[config.mk]
export PLATFORM = sky130hd
export DESIGN_NAME = rs_latch
export DESIGN_NICKNAME = d
export VERILOG_FILES = /design/src/rtl/rs_latch.sv
export SDC_FILE = /design/constraint.sdc
export NUM_CORES = 1
export LEC_CHECK = 0
export CORE_AREA = 4 4 41 43
export DETAILED_ROUTE_END_ITERATION = 8
export DIE_AREA = 0 0 45 47
export GPL_TIMING_DRIVEN = 1
export HOLD_SLACK_MARGIN = 0.1
export SYNTH_ARGS = -nofsm -noshare
export SYNTH_HDL_FRONTEND = slang
export SYNTH_HIERARCHICAL = 1
export SYNTH_SLANG_ARGS = --single-unit
[constraint.sdc]
create_clock -name clkin -period 0.8 [get_ports clkin]
set_input_delay 0.16 -clock clkin [delete_from_list [all_inputs] [get_ports clkin]]
set_output_delay 0.16 -clock clkin [all_outputs]
set_load 0.01 [all_outputs]
[src/rtl/rs_latch.sv]
// Clock-synchronous active-low set/reset latch with optional strobe synchronizers
// and registered rise/fall pulses. Each bit is an independent rs_latch_bit instance.

module rs_latch_bit #(
    parameter int SET_DOM     = 1,
    parameter int SYNC_STAGES = 0
) (
    input  logic clk_i,
    input  logic rst_ni,
    input  logic sn_i,
    input  logic rn_i,
    output logic q_o,
    output logic rise_o,
    output logic fall_o
);

    localparam logic SET_VAL = (SET_DOM != 0) ? 1'b1 : 1'b0;

    logic sn_s, rn_s;
    logic q_q, q_d;
    logic q_prev_q;
    logic rise_q, rise_d;
    logic fall_q, fall_d;

    if (SYNC_STAGES == 0) begin : g_nosync
        assign sn_s = sn_i;
        assign rn_s = rn_i;
    end else begin : g_sync
        logic [SYNC_STAGES-1:0] sn_sync_q;
        logic [SYNC_STAGES-1:0] rn_sync_q;

        // Chains reload the deasserted level so a stale strobe cannot leak past reset.
        always_ff @(posedge clk_i) begin
            if (!rst_ni) begin
                sn_sync_q <= '1;
                rn_sync_q <= '1;
            end else begin
                sn_sync_q[0] <= sn_i;
                rn_sync_q[0] <= rn_i;
                for (int i = 1; i < SYNC_STAGES; i++) begin
                    sn_sync_q[i] <= sn_sync_q[i-1];
                    rn_sync_q[i] <= rn_sync_q[i-1];
                end
            end
        end

        assign sn_s = sn_sync_q[SYNC_STAGES-1];
        assign rn_s = rn_sync_q[SYNC_STAGES-1];
    end

    always_comb begin
        q_d = q_q;
        case ({sn_s, rn_s})
            2'b01:   q_d = 1'b1;
            2'b10:   q_d = 1'b0;
            2'b00:   q_d = SET_VAL;
            default: q_d = q_q;
        endcase
    end

    // Edges are taken between the current and previous latch state, so pulses
    // trail the q change by one cycle.
    assign rise_d = q_q & ~q_prev_q;
    assign fall_d = ~q_q & q_prev_q;

    always_ff @(posedge clk_i) begin
        if (!rst_ni) begin
            q_q      <= 1'b0;
            q_prev_q <= 1'b0;
            rise_q   <= 1'b0;
            fall_q   <= 1'b0;
        end else begin
            q_q      <= q_d;
            q_prev_q <= q_q;
            rise_q   <= rise_d;
            fall_q   <= fall_d;
        end
    end

    assign q_o    = q_q;
    assign rise_o = rise_q;
    assign fall_o = fall_q;

endmodule

module rs_latch #(
    parameter int WIDTH       = 1,
    parameter int SET_DOM     = 1,
    parameter int SYNC_STAGES = 0
) (
    input  logic             clkin,
    input  logic             rstn,
    input  logic [WIDTH-1:0] sn,
    input  logic [WIDTH-1:0] rn,
    output logic [WIDTH-1:0] q,
    output logic [WIDTH-1:0] qn,
    output logic [WIDTH-1:0] q_rise,
    output logic [WIDTH-1:0] q_fall
);

    if (SYNC_STAGES < 0 || SYNC_STAGES > 3) begin : g_bad_sync
        $error("rs_latch: SYNC_STAGES must be 0..3");
    end

    for (genvar i = 0; i < WIDTH; i++) begin : g_bit
        rs_latch_bit #(
            .SET_DOM    (SET_DOM),
            .SYNC_STAGES(SYNC_STAGES)
        ) u_bit (
            .clk_i (clkin),
            .rst_ni(rstn),
            .sn_i  (sn[i]),
            .rn_i  (rn[i]),
            .q_o   (q[i]),
            .rise_o(q_rise[i]),
            .fall_o(q_fall[i])
        );
    end

    assign qn = ~q;

endmodule

; ---- Word-level counts from Yosys, hierarchy flattened
; Index checks and enable logic that the tools add are counted.
; W data, S select, Z words.
[op_classes]
eq_ne = 2
reduce_logical = 3
muxes = 1
bitwise = 4
[ops]
columns = operator, n
row1 = $and A1 B1 Y1, 2
row2 = $eq A2 B1 Y1 const B, 1
row3 = $eq A2 B2 Y1 const B, 1
row4 = $logic_not A2 Y1, 1
row5 = $not A1 Y1, 2
row6 = $pmux W1 S2, 1
row7 = $reduce_bool A2 Y1, 1
row8 = $reduce_or A2 Y1, 1
[totals]
word_cells = 14
in_bits = 4
output_inout_bits = 4
register_bits = 4

; ---- Logic depth before layout (Yosys ltp)
[depth]
depth_word = 3
ltp_mapped = 2
ltp_nobuf = 2

; ---- By module
; Netlist, hierarchy kept.
[modules_own_cells]
columns = module, seq_area_each_um2, cells_per_inst, n_inst, area_per_inst_um2
row1 = rs_latch_bit, 80.1, 10, 1, 121.4
row2 = rs_latch, 0.0, 1, 1, 3.8

; ---- Worst setup path after synthesis
; Ideal clock, no wire load.
[synth_path]
kind = reg2reg
startpoint = reg g_bit[0].u_bit.q_q
endpoint = reg g_bit[0].u_bit.rise_q
n_path_buf = 0
setup_time_ps = 61
synth_period_minus_slack_ps = 734
stages_incl_launch_ff = 3
slack_ps = 66
arrival_ps = 673
t_required_ps = 739
path_cell_list = dfxtp_1 > and2_4 > nor2b_4
[synth_between]
elab_chain_cells = 1
[synth_lines]
columns = item, line
row1 = from (decl), 20  ; logic q_q, q_d;
row2 = from (signal assigned), 73  ; q_q <= q_d;
row3 = $and A1 B1 Y1, 63  ; assign rise_d = q_q & ~q_prev_q;
row4 = to (signal assigned), 75  ; rise_q <= rise_d;
row5 = to (decl), 22  ; logic rise_q, rise_d;
; No other way between the ends.
; A chain may end at the register's enable or synchronous reset.

; ---- Worst setup path in the final report
[layout_path]
startpoint = reg g_bit[0].u_bit.q_q
endpoint = out qn
[layout_between]
elab_chain_cells = 1
[layout_lines]
columns = item, line
row1 = $not A1 Y1, 120  ; assign qn = ~q;
row2 = to (decl), 96  ; output logic [WIDTH-1:0] qn,
; No other way between the ends.

==> out/results.ini <==
[outcome]
run_status = complete, but fails checks
failing_checks = negative setup slack

[global_route]
grtUsageTotal = 0.0308
grt_first_pass_wirelength_microns = 372
gr-total-overflow = 0
first_global_vias = 107
number_of_antenna_violations_at_the_first_check_in_global_routing = 0
grt_start_max_net_pins = 4

[timing]
final_number_of_max_transition_violations = 0
timing_worst_slew_pin_value_ns = 0.128
relSlewSlack = 0.914
final_period_demand_of_the_worst_path_ns = 0.875
rsz0062_at_grt = true
report.final.setup_viol = 3
post-route-worst-setup-slack_ns = -0.0750
post-route-period-util = 1.09
achievable_frequency_ghz = 1.14
hold_viol = 0
clock_skew_ns = 0.00205

[route]
initialDrtViolationCount = 0
num_vias = 103
route.detailed.drc = 0
final_antenna_net_count = 0
firstDrtPassIters = 1
detail_route.vias_per_cell = 2.78
route.final.wire_length_microns = 278
wire_per_inst_microns = 7.51

[synthesis]
dominant_combinational_cell_family_by_area_after_synthesis = simple AND/OR/NAND/NOR gates
netlist_instances = 11
synth_compound_gate_area_share = 0.0600
post_synth_and_or_nand_nor_area_fraction = 0.270
seq_area_frac_synth = 0.640
ys_ff_latch = 4
syn_area_sq_um = 125
postSynthNetCount = 15
syn-mean-instance-area_sq_um = 11.4
synthesis.yosys.warnings = 6
synthDistinctLibCells = 7
share_of_the_synthesized_netlist_area_taken_by_xor_and_xnor_gates = 0
post_synthesis_share_of_cell_area_spent_on_full_adders_half_adders_and_majority_gates = 0
yosys-mux-area-fraction = 0

[clocking]
clock_tree_from_tritoncts = yes
worst_setup_hold_path_clk_slew_ns = 0.04
cts-root-buf = sky130_fd_sc_hd__clkbuf_4
cts.htree.levels = 1
postCtsHoldBufs = 0
clk_path_buf_depth = 2
tritoncts_num_sinks = 4
cts_made_buffers = 3
later_pin_clock_latency_in_the_skew_report_ns = 0.23

[worst_setup_path]
setup.worst_path.end_class = output port
worst-endpoint-arrival_ns = 0.72
start_kind = flip-flop
worst-setup-path-type = flip-flop to output port
worstPathBufferInverterCount = 2
timing.critical_path.fanout_max = 3
dominant_delay_contributor_by_cell_family_on_the_critical_path = flip-flops
cp_cell_sequence = inv_1, buf_2
r2r_setup_slack_ns = 0.01
worst_ep_required_time_ns = 0.64
cpPeakStageDelay_ns = 0.32
critical_path.slowest_cell = sky130_fd_sc_hd__dfxtp_2

[final_layout]
layout.area.seq_sq_um = 81.3
fillCellCount = 162
final_common_cell = sky130_fd_sc_hd__buf_2
multi_input_area_sq_um = 41.3
instances_no_fill = 37
layout_common_cells = 4 x sky130_fd_sc_hd__buf_2, 3 x sky130_fd_sc_hd__clkbuf_4, 3 x sky130_fd_sc_hd__dfxtp_1, 3 x sky130_fd_sc_hd__clkdlybuf4s50_1, 2 x sky130_fd_sc_hd__nand2_1
drive_gt1_frac = 0.500
antenna-diode-count = 0
flow.area_growth_from_synthesis_pct = 80.0
nNetsFinal = 28

[pwr]
p_leak_nw = 0.103
ir_worst_vdd_mv = 0.356
power_per_cell_area_nw_per_um2 = 2280
finalPower_w = 0.000514

[placement]
globalplace.congestion = 0.545
dpl_worst_slack_ns = -0.235
placed_cells_incl_taps = 34
io_buffers = 7

[floorplan]
die_width_microns = 45
core_sq_um = 1300
start_util = 0.0962
design.portCount = 8
die_y_extent_microns = 47
die-area_sq_um = 2120
fp-row-count = 13

[hold_path]
hp-class = flip-flop to flip-flop

[run]
drv_cap = 0

-- flip-flops by register name, indices dropped and copies added (netlist names) --
signal / cells
g_bit.u_bit/fall_o: 1
g_bit.u_bit/q_o: 1
g_bit.u_bit/q_prev_q: 1
g_bit.u_bit/rise_o: 1
-- cells in the mapped netlist --
library cell / n / share of area
sky130_fd_sc_hd__dfxtp_1: 4 / 0.64
sky130_fd_sc_hd__nand2_1: 2 / 0.060
sky130_fd_sc_hd__nor2_1: 1 / 0.030
sky130_fd_sc_hd__nor2b_4: 1 / 0.11
sky130_fd_sc_hd__a21boi_0: 1 / 0.060
sky130_fd_sc_hd__and2_4: 1 / 0.070
sky130_fd_sc_hd__inv_1: 1 / 0.030
-- power breakdown --
part | switching [W] | internal, W | total, W
sequential | 0.00000511 | 0.000211 | 0.000216
clock | 0.0000801 | 0.000168 | 0.000248
combinational | 0.0000184 | 0.0000324 | 0.0000508
-- cells by family after synthesis --
logic type | Yosys count
AO/OA/AOI/OAI | 1
flip-flops | 4
buffers and inverters | 1
AND/OR/NAND/NOR | 5
-- layer usage --
layer,part of all wire,vias up,GRT usage
li1,-,55,-
met4,0,0,0.0877
met1,0.42,41,0.0295
met5,0,-,0
met2,0.43,7,0.0282
met3,0.14,0,0.00383
-- what timing repair did --
action | CTS | global route
endpoints found under the setup margin | 5 | 6
resized for setup | 17 | 1
pin swaps | 0 | 0
buffers inserted | 0 | 0
-- area by class of cell --
cell class / count / share of cell area
Sequential cell: 4 / 0.361
Timing Repair Buffer: 8 / 0.256
Multi-Input combinational cell: 6 / 0.183
Clock buffer: 3 / 0.100
Tap cell: 15 / 0.0833
Inverter: 1 / 0.0167
-- through the flow --
stage	utilization	instance area (sq um)	hold slack [ns]	TNS [ns]
floorplan	-	125	0.266	0
global placement	0.170	221	0.444	-1.30
detailed placement	0.170	221	0.447	-1.33
CTS	0.173	225	0.455	-0.173
global route	0.173	225	0.474	-0.284
finish	0.173	225	0.453	-0.118
-- worst paths after layout --
check             cells past startpoint                                from                               end
setup / recovery                      2     g_bit[0].u_bit/q_o$_SDFFE_PN0P_                                qn
hold / removal                        1  g_bit[0].u_bit/q_prev_q$_SDFF_PN0_  g_bit[0].u_bit/rise_o$_SDFF_PN0_
setup reg to reg                      3     g_bit[0].u_bit/q_o$_SDFFE_PN0P_  g_bit[0].u_bit/rise_o$_SDFF_PN0_
hold reg to reg                       1  g_bit[0].u_bit/q_prev_q$_SDFF_PN0_  g_bit[0].u_bit/rise_o$_SDFF_PN0_
(Power assumes the default switching activity.)
